==> src/rtl/usb_pkg.sv <==
// Shared line-state and receiver-state types for the USB serial engine.
// Also holds the {dp, dm} decode helper and the EOP length constant.
package usb_pkg;

  typedef enum logic [1:0] {
    J,
    K,
    SE0,
    SE1
  } line_state_t;

  typedef enum logic [2:0] {
    IDLE,
    ARMED,
    ACTIVE,
    EOP,
    DONE
  } rx_state_t;

  localparam int         EOP_SE0_BITS = 2;
  localparam logic [1:0] LINE_J_BITS  = 2'b10;

  function automatic line_state_t decode_line(input logic [1:0] dpdm);
    case (dpdm)
      2'b10:   decode_line = J;
      2'b01:   decode_line = K;
      2'b00:   decode_line = SE0;
      default: decode_line = SE1;
    endcase
  endfunction

endpackage

==> src/rtl/usb_line_sampler.sv <==
// Two-stage DP/DM pipeline: sync_q feeds the framing FSM, hold_q drives stream_in.
// Latency 2 cycles from wire to stream_in; no backpressure, samples every edge.
module usb_line_sampler
  import usb_pkg::*;
(
  input  logic       clk,
  input  logic       rst_L,
  input  logic       dp_in,
  input  logic       dm_in,
  output logic [1:0] sync_ls,
  output logic       stream_in
);

  logic [1:0] sync_q, sync_d;
  logic [1:0] hold_q, hold_d;

  always_comb begin
    sync_d = {dp_in, dm_in};
    hold_d = sync_q;
  end

  always_ff @(posedge clk or negedge rst_L) begin
    if (!rst_L) begin
      sync_q <= LINE_J_BITS;
      hold_q <= LINE_J_BITS;
    end else begin
      sync_q <= sync_d;
      hold_q <= hold_d;
    end
  end

  assign sync_ls   = decode_line(sync_q);
  // The sync stage runs one bit ahead of hold, so the FSM frames each bit before it leaves.
  assign stream_in = (decode_line(hold_q) == J);

endmodule

==> src/rtl/usb_line_rcv.sv <==
// USB receive line front end: SOP detect, framing strobes, EOP/SE1/runaway checks.
// Latency 2 cycles wire to stream_in; no backpressure, status held until ack.
module usb_line_rcv
  import usb_pkg::*;
#(
  parameter int MAX_BITS = 128
) (
  input  logic clk,
  input  logic rst_L,
  input  logic dp_in,
  input  logic dm_in,
  input  logic sending,
  input  logic ack,
  output logic stream_in,
  output logic rcv_valid,
  output logic rcv_start,
  output logic rcv_last,
  output logic pkt_done,
  output logic EOP_ok,
  output logic line_err
);

  localparam int CW = $clog2(MAX_BITS + 1);

  logic [1:0]    sync_ls;
  line_state_t   sync_st;
  rx_state_t     state_q, state_d;
  logic [CW-1:0] bitcnt_q, bitcnt_d;
  logic [1:0]    se0cnt_q, se0cnt_d;
  logic          rcv_valid_q, rcv_valid_d;
  logic          rcv_start_q, rcv_start_d;
  logic          pkt_done_q, pkt_done_d;
  logic          eop_ok_q, eop_ok_d;
  logic          line_err_q, line_err_d;
  logic          eop_good;

  usb_line_sampler u_sampler (
    .clk      (clk),
    .rst_L    (rst_L),
    .dp_in    (dp_in),
    .dm_in    (dm_in),
    .sync_ls  (sync_ls),
    .stream_in(stream_in)
  );

  assign sync_st  = line_state_t'(sync_ls);
  assign eop_good = (sync_st == J) && (se0cnt_q == 2'(EOP_SE0_BITS));

  always_comb begin
    state_d     = state_q;
    bitcnt_d    = bitcnt_q;
    se0cnt_d    = se0cnt_q;
    rcv_valid_d = 1'b0;
    rcv_start_d = 1'b0;
    pkt_done_d  = 1'b0;
    eop_ok_d    = eop_ok_q;
    line_err_d  = line_err_q;
    // Local transmit aborts reception silently; a finished packet still waits for ack.
    if (sending && (state_q != DONE)) begin
      state_d = IDLE;
    end else begin
      case (state_q)
        IDLE: begin
          if (sync_st == J) state_d = ARMED;
        end
        ARMED: begin
          if (sync_st == K) begin
            state_d     = ACTIVE;
            bitcnt_d    = CW'(1);
            rcv_valid_d = 1'b1;
            rcv_start_d = 1'b1;
          end
        end
        ACTIVE: begin
          case (sync_st)
            SE0: begin
              state_d  = EOP;
              se0cnt_d = 2'd1;
            end
            SE1: begin
              state_d    = DONE;
              line_err_d = 1'b1;
              pkt_done_d = 1'b1;
            end
            default: begin
              // A bit arriving with the counter already full is the first bit past the limit.
              if (bitcnt_q == CW'(MAX_BITS)) begin
                state_d    = DONE;
                line_err_d = 1'b1;
                pkt_done_d = 1'b1;
              end else begin
                bitcnt_d    = bitcnt_q + CW'(1);
                rcv_valid_d = 1'b1;
              end
            end
          endcase
        end
        EOP: begin
          if (sync_st == SE0) begin
            if (se0cnt_q != 2'd3) se0cnt_d = se0cnt_q + 2'd1;
          end else begin
            state_d    = DONE;
            eop_ok_d   = eop_good;
            line_err_d = !eop_good;
            pkt_done_d = 1'b1;
          end
        end
        DONE: begin
          if (ack) begin
            state_d    = IDLE;
            eop_ok_d   = 1'b0;
            line_err_d = 1'b0;
          end
        end
        default: state_d = IDLE;
      endcase
    end
  end

  always_ff @(posedge clk or negedge rst_L) begin
    if (!rst_L) begin
      state_q     <= IDLE;
      bitcnt_q    <= '0;
      se0cnt_q    <= '0;
      rcv_valid_q <= 1'b0;
      rcv_start_q <= 1'b0;
      pkt_done_q  <= 1'b0;
      eop_ok_q    <= 1'b0;
      line_err_q  <= 1'b0;
    end else begin
      state_q     <= state_d;
      bitcnt_q    <= bitcnt_d;
      se0cnt_q    <= se0cnt_d;
      rcv_valid_q <= rcv_valid_d;
      rcv_start_q <= rcv_start_d;
      pkt_done_q  <= pkt_done_d;
      eop_ok_q    <= eop_ok_d;
      line_err_q  <= line_err_d;
    end
  end

  assign rcv_valid = rcv_valid_q;
  assign rcv_start = rcv_start_q;
  // SE0 already in the sync stage marks the bit now on stream_in as the last one.
  assign rcv_last  = rcv_valid_q && (state_q == ACTIVE) && (sync_st == SE0) && !sending;
  assign pkt_done  = pkt_done_q;
  assign EOP_ok    = eop_ok_q;
  assign line_err  = line_err_q;

endmodule

==> config.mk <==
export PLATFORM = sky130hd
export DESIGN_NAME = usb_line_rcv
export DESIGN_NICKNAME = d
export VERILOG_FILES = /design/src/rtl/usb_pkg.sv /design/src/rtl/usb_line_sampler.sv /design/src/rtl/usb_line_rcv.sv
export SDC_FILE = /design/constraint.sdc
export NUM_CORES = 1
export LEC_CHECK = 0
export BUFFER_PORTS_ARGS = -buffer_cell sky130_fd_sc_hd__buf_2
export CAP_MARGIN = 20
export CORE_MARGIN = 5
export CORE_UTILIZATION = 51
export CTS_CLUSTER_SIZE = 12
export DETAILED_ROUTE_END_ITERATION = 7
export PLACE_DENSITY = 0.78
export SLEW_MARGIN = 20
export SYNTH_ARGS = -nofsm -noshare
export SYNTH_HDL_FRONTEND = slang
export SYNTH_SLANG_ARGS = --single-unit
==> constraint.sdc <==
create_clock -name clk -period 1.95 [get_ports clk]
set_clock_uncertainty 0.1 [all_clocks]
set_input_delay 0.2925 -clock clk [delete_from_list [all_inputs] [get_ports clk]]
set_output_delay 0.2925 -clock clk [all_outputs]
set_load 0.05 [all_outputs]
==> impl_metrics.tcl <==
set metrics [dict create \
    clock-sinks 22 \
    hold_violations 0 \
    gp_congestion 0.933 \
    layout.nets 159 \
    worst_pin_slew_ns 0.477 \
    finalPower_mw 1.17 \
    fmax_mhz 518 \
    crit_chain "buf_4, ha_1, or4b_1, a211oi_2, a21oi_1, o22ai_1" \
    vias 966 \
    cp_num_buf_inv 1 \
    grtUsageTotal_pct 15.5 \
    rsz0062_at_grt "true" \
    vdd_drop_max_v 0.000572 \
    netlist_top_cells_area "dfrtp_1, ha_1, dfstp_2" \
    powerDensity_nw_per_um2 792 \
    setup_tns_ns 0 \
    syn_inst 124 \
    ys_async_sr_fraction_pct 100 \
    die-height_um 59.1 \
    die_x_um 59.1 \
    clock_path_buffers 2 \
    clock-root-buffer "clkbuf_4" \
    grt-ovfl-total 0 \
    htreeDepth 1 \
    die_area_um2 3500 \
    synth_largest_area_cell "dfrtp_1" \
    drc 0 \
    ys.flop_type "dfrtp_1" \
    final-seq-area_um2 556 \
    end_kind "flip-flop" \
    ys_ff_latch 22 \
    period_needed_ns 1.93 \
    period_share_pct 99.1 \
    fill_cells 192 \
    grt_pass1_wl_um 4130 \
    ys_seq_area_share_pct 44.9 \
    setup_viol 0 \
    ioPinCount 13 \
    via_per_inst 5.62 \
    numCtsBuffers 3 \
    synth_top_area_share_pct 40.7 \
    num_rows 17 \
    slew_headroom_pct 68.2 \
    clk_transition_reported_paths_ns 0.13 \
    run_status "finished, final reports clean" \
    synth_edf_count 0 \
    report.final.slew_viol_count 0 \
    worstSetupStartpointType "flip-flop" \
    drt_iter0_drc 38 \
    syn-cell-area_um2 1230 \
    multi_input_area_um2 659 \
    critPathMaxStageDelay_ns 0.53 \
    critPathTopFamily "simple AND/OR/NAND/NOR gates" \
    grt_pass1_vias 932 \
    synth_cell_types 40 \
    cp_slowest_cell "or4b_1" \
    power.leakage_nw 0.660 \
    ant_nets 0 \
    port_buffers 12 \
    worst_ep_required_time_ns 2.09 \
    area_growth_pct 19.7 \
    antennaDiodeCount 0 \
    first_pass_iters 4 \
    grt_max_degree 23 \
    dpl.hpwl_um 1750 \
    syn-mean-instance-area_um2 9.93 \
    cts_tree "yes" \
    avgRoutedWirePerCell_um 14.3 \
    cp_max_fo 3 \
    core_um2 2250 \
    drive_gt1_share_pct 27.1 \
    initial_core_util_pct 54.6 \
    crit_type "flip-flop to flip-flop" \
    clkLatencyLatePin_ns 0.32 \
    crit_arrival_ns 2.08 \
    maxCapViolCount 0 \
    hold_class "input pin to flip-flop" \
    antenna_found_initial 0 \
    routed_wl_um 2460 \
    syn_nets 138 \
    yosys_warnings 0 \
]
## sequential cells by signal, summed over array words and instances (netlist names)
name / count
bitcnt_q: 8
state_q: 3
se0cnt_q: 2
u_sampler.hold_d: 2
u_sampler.hold_q: 2
EOP_ok: 1
line_err: 1
pkt_done: 1
rcv_start: 1
rcv_valid: 1
## through the flow
step	hold slack, ns	instance area [um2]	cells	setup slack, ns	utilization (%)
floorplan	-0.103	1230	124	0.118	-
global placement	0.177	1330	164	0.110	59.1
detailed placement	0.176	1330	164	0.00540	59.1
CTS	0.176	1440	172	0.0106	63.9
global route	0.223	1470	172	-0.0326	65.4
finish	0.180	1470	172	0.0184	65.4
## report_power, final
| group | leakage [nW] | internal [mW] | total (mW) | switching (mW) |
|---|---|---|---|---|
| Clock | 0.0279 | 0.208 | 0.356 | 0.148 |
| Combinational | 0.349 | 0.103 | 0.254 | 0.151 |
| Sequential | 0.284 | 0.506 | 0.558 | 0.0515 |
## cells in the final DEF, fill, tap and decap left out, types with 3 or more instances in the layout
cell type,n
nor3_1,4
nand4_1,3
nand2b_1,3
dfrtp_1,18
dlygate4sd3_1,3
buf_4,5
buf_2,11
o21ai_0,5
nor2b_1,5
nand2_1,12
nor2_1,7
xnor2_1,4
clkbuf_4,3
ha_1,7
a21oi_1,8
inv_1,6
## final timing paths
check,depth (start not counted),slack (ns),startpoint,end
min reg2reg,0,0.39,u_sampler.hold_d[0],u_sampler.hold_q[0]
min,4,0.18,ack,EOP_ok
min in group asynchronous,2,0.35,rst_L,bitcnt_q[1]
max reg2reg,6,0.02,u_sampler.hold_d[1],state_q[1]
max,6,0.02,u_sampler.hold_d[1],state_q[1]
max in group asynchronous,2,1.05,rst_L,state_q[2]
## layout make-up
cell class / count / share of cell area [%]
Timing Repair Buffer: 21 / 9.85
Tap cell: 28 / 2.38
Sequential cell: 22 / 37.7
Inverter: 7 / 1.78
Clock inverter: 1 / 2.04
Multi-Input combinational cell: 90 / 44.7
Clock buffer: 3 / 1.53
## metal layers
metal	GRT usage (%)	vias to the layer above	wire, um
li1	-	472	-
met1	19.9	463	1150
met2	25.4	25	1160
met3	1.96	6	89
met4	7.77	0	67
met5	0	-	0
## timing repair
action,in CTS,in global routing
setup buffers,1,0
pin swaps,0,2
endpoints found under the setup margin,2,6
endpoints found under the hold margin,22,0
hold buffers,3,0
resized for setup,5,8
## synth_stat cells (2+ instances only)
cell type,instances
nor4_2,2
a211oi_1,2
o21ai_0,5
nand4_1,3
ha_1,8
a21oi_1,8
nor2b_1,5
and2_1,2
clkbuf_1,2
dfstp_2,2
xnor2_1,4
nor2_1,7
nand2_1,12
nor3b_1,2
nor4b_1,2
inv_1,7
and3_1,3
nand2b_1,3
dfrtp_1,20
nor3_1,5
## worst reg2reg max path, cell delays in order, from the launching register on
cell and delay [ns]:
dfstp_2 0.39, buf_4 0.13, ha_1 0.19, or4b_1 0.53
a211oi_2 0.28, a21oi_1 0.07, o22ai_1 0.17
## kinds of logic after synthesis
| family | Yosys count | share of synthesized area, % |
|---|---|---|
| flip-flops | 22 | 44.9 |
| AO/OA/AOI/OAI | 21 | 11.3 |
| AND/OR/NAND/NOR | 54 | 25.7 |
| buffers and inverters | 12 | 4.68 |
| multiplexers | 2 | 1.73 |
| adder cells (fa/ha/maj) | 8 | 8.13 |
| XOR/XNOR | 5 | 3.56 |
Note: power is estimated with default switching activity, not from simulation.
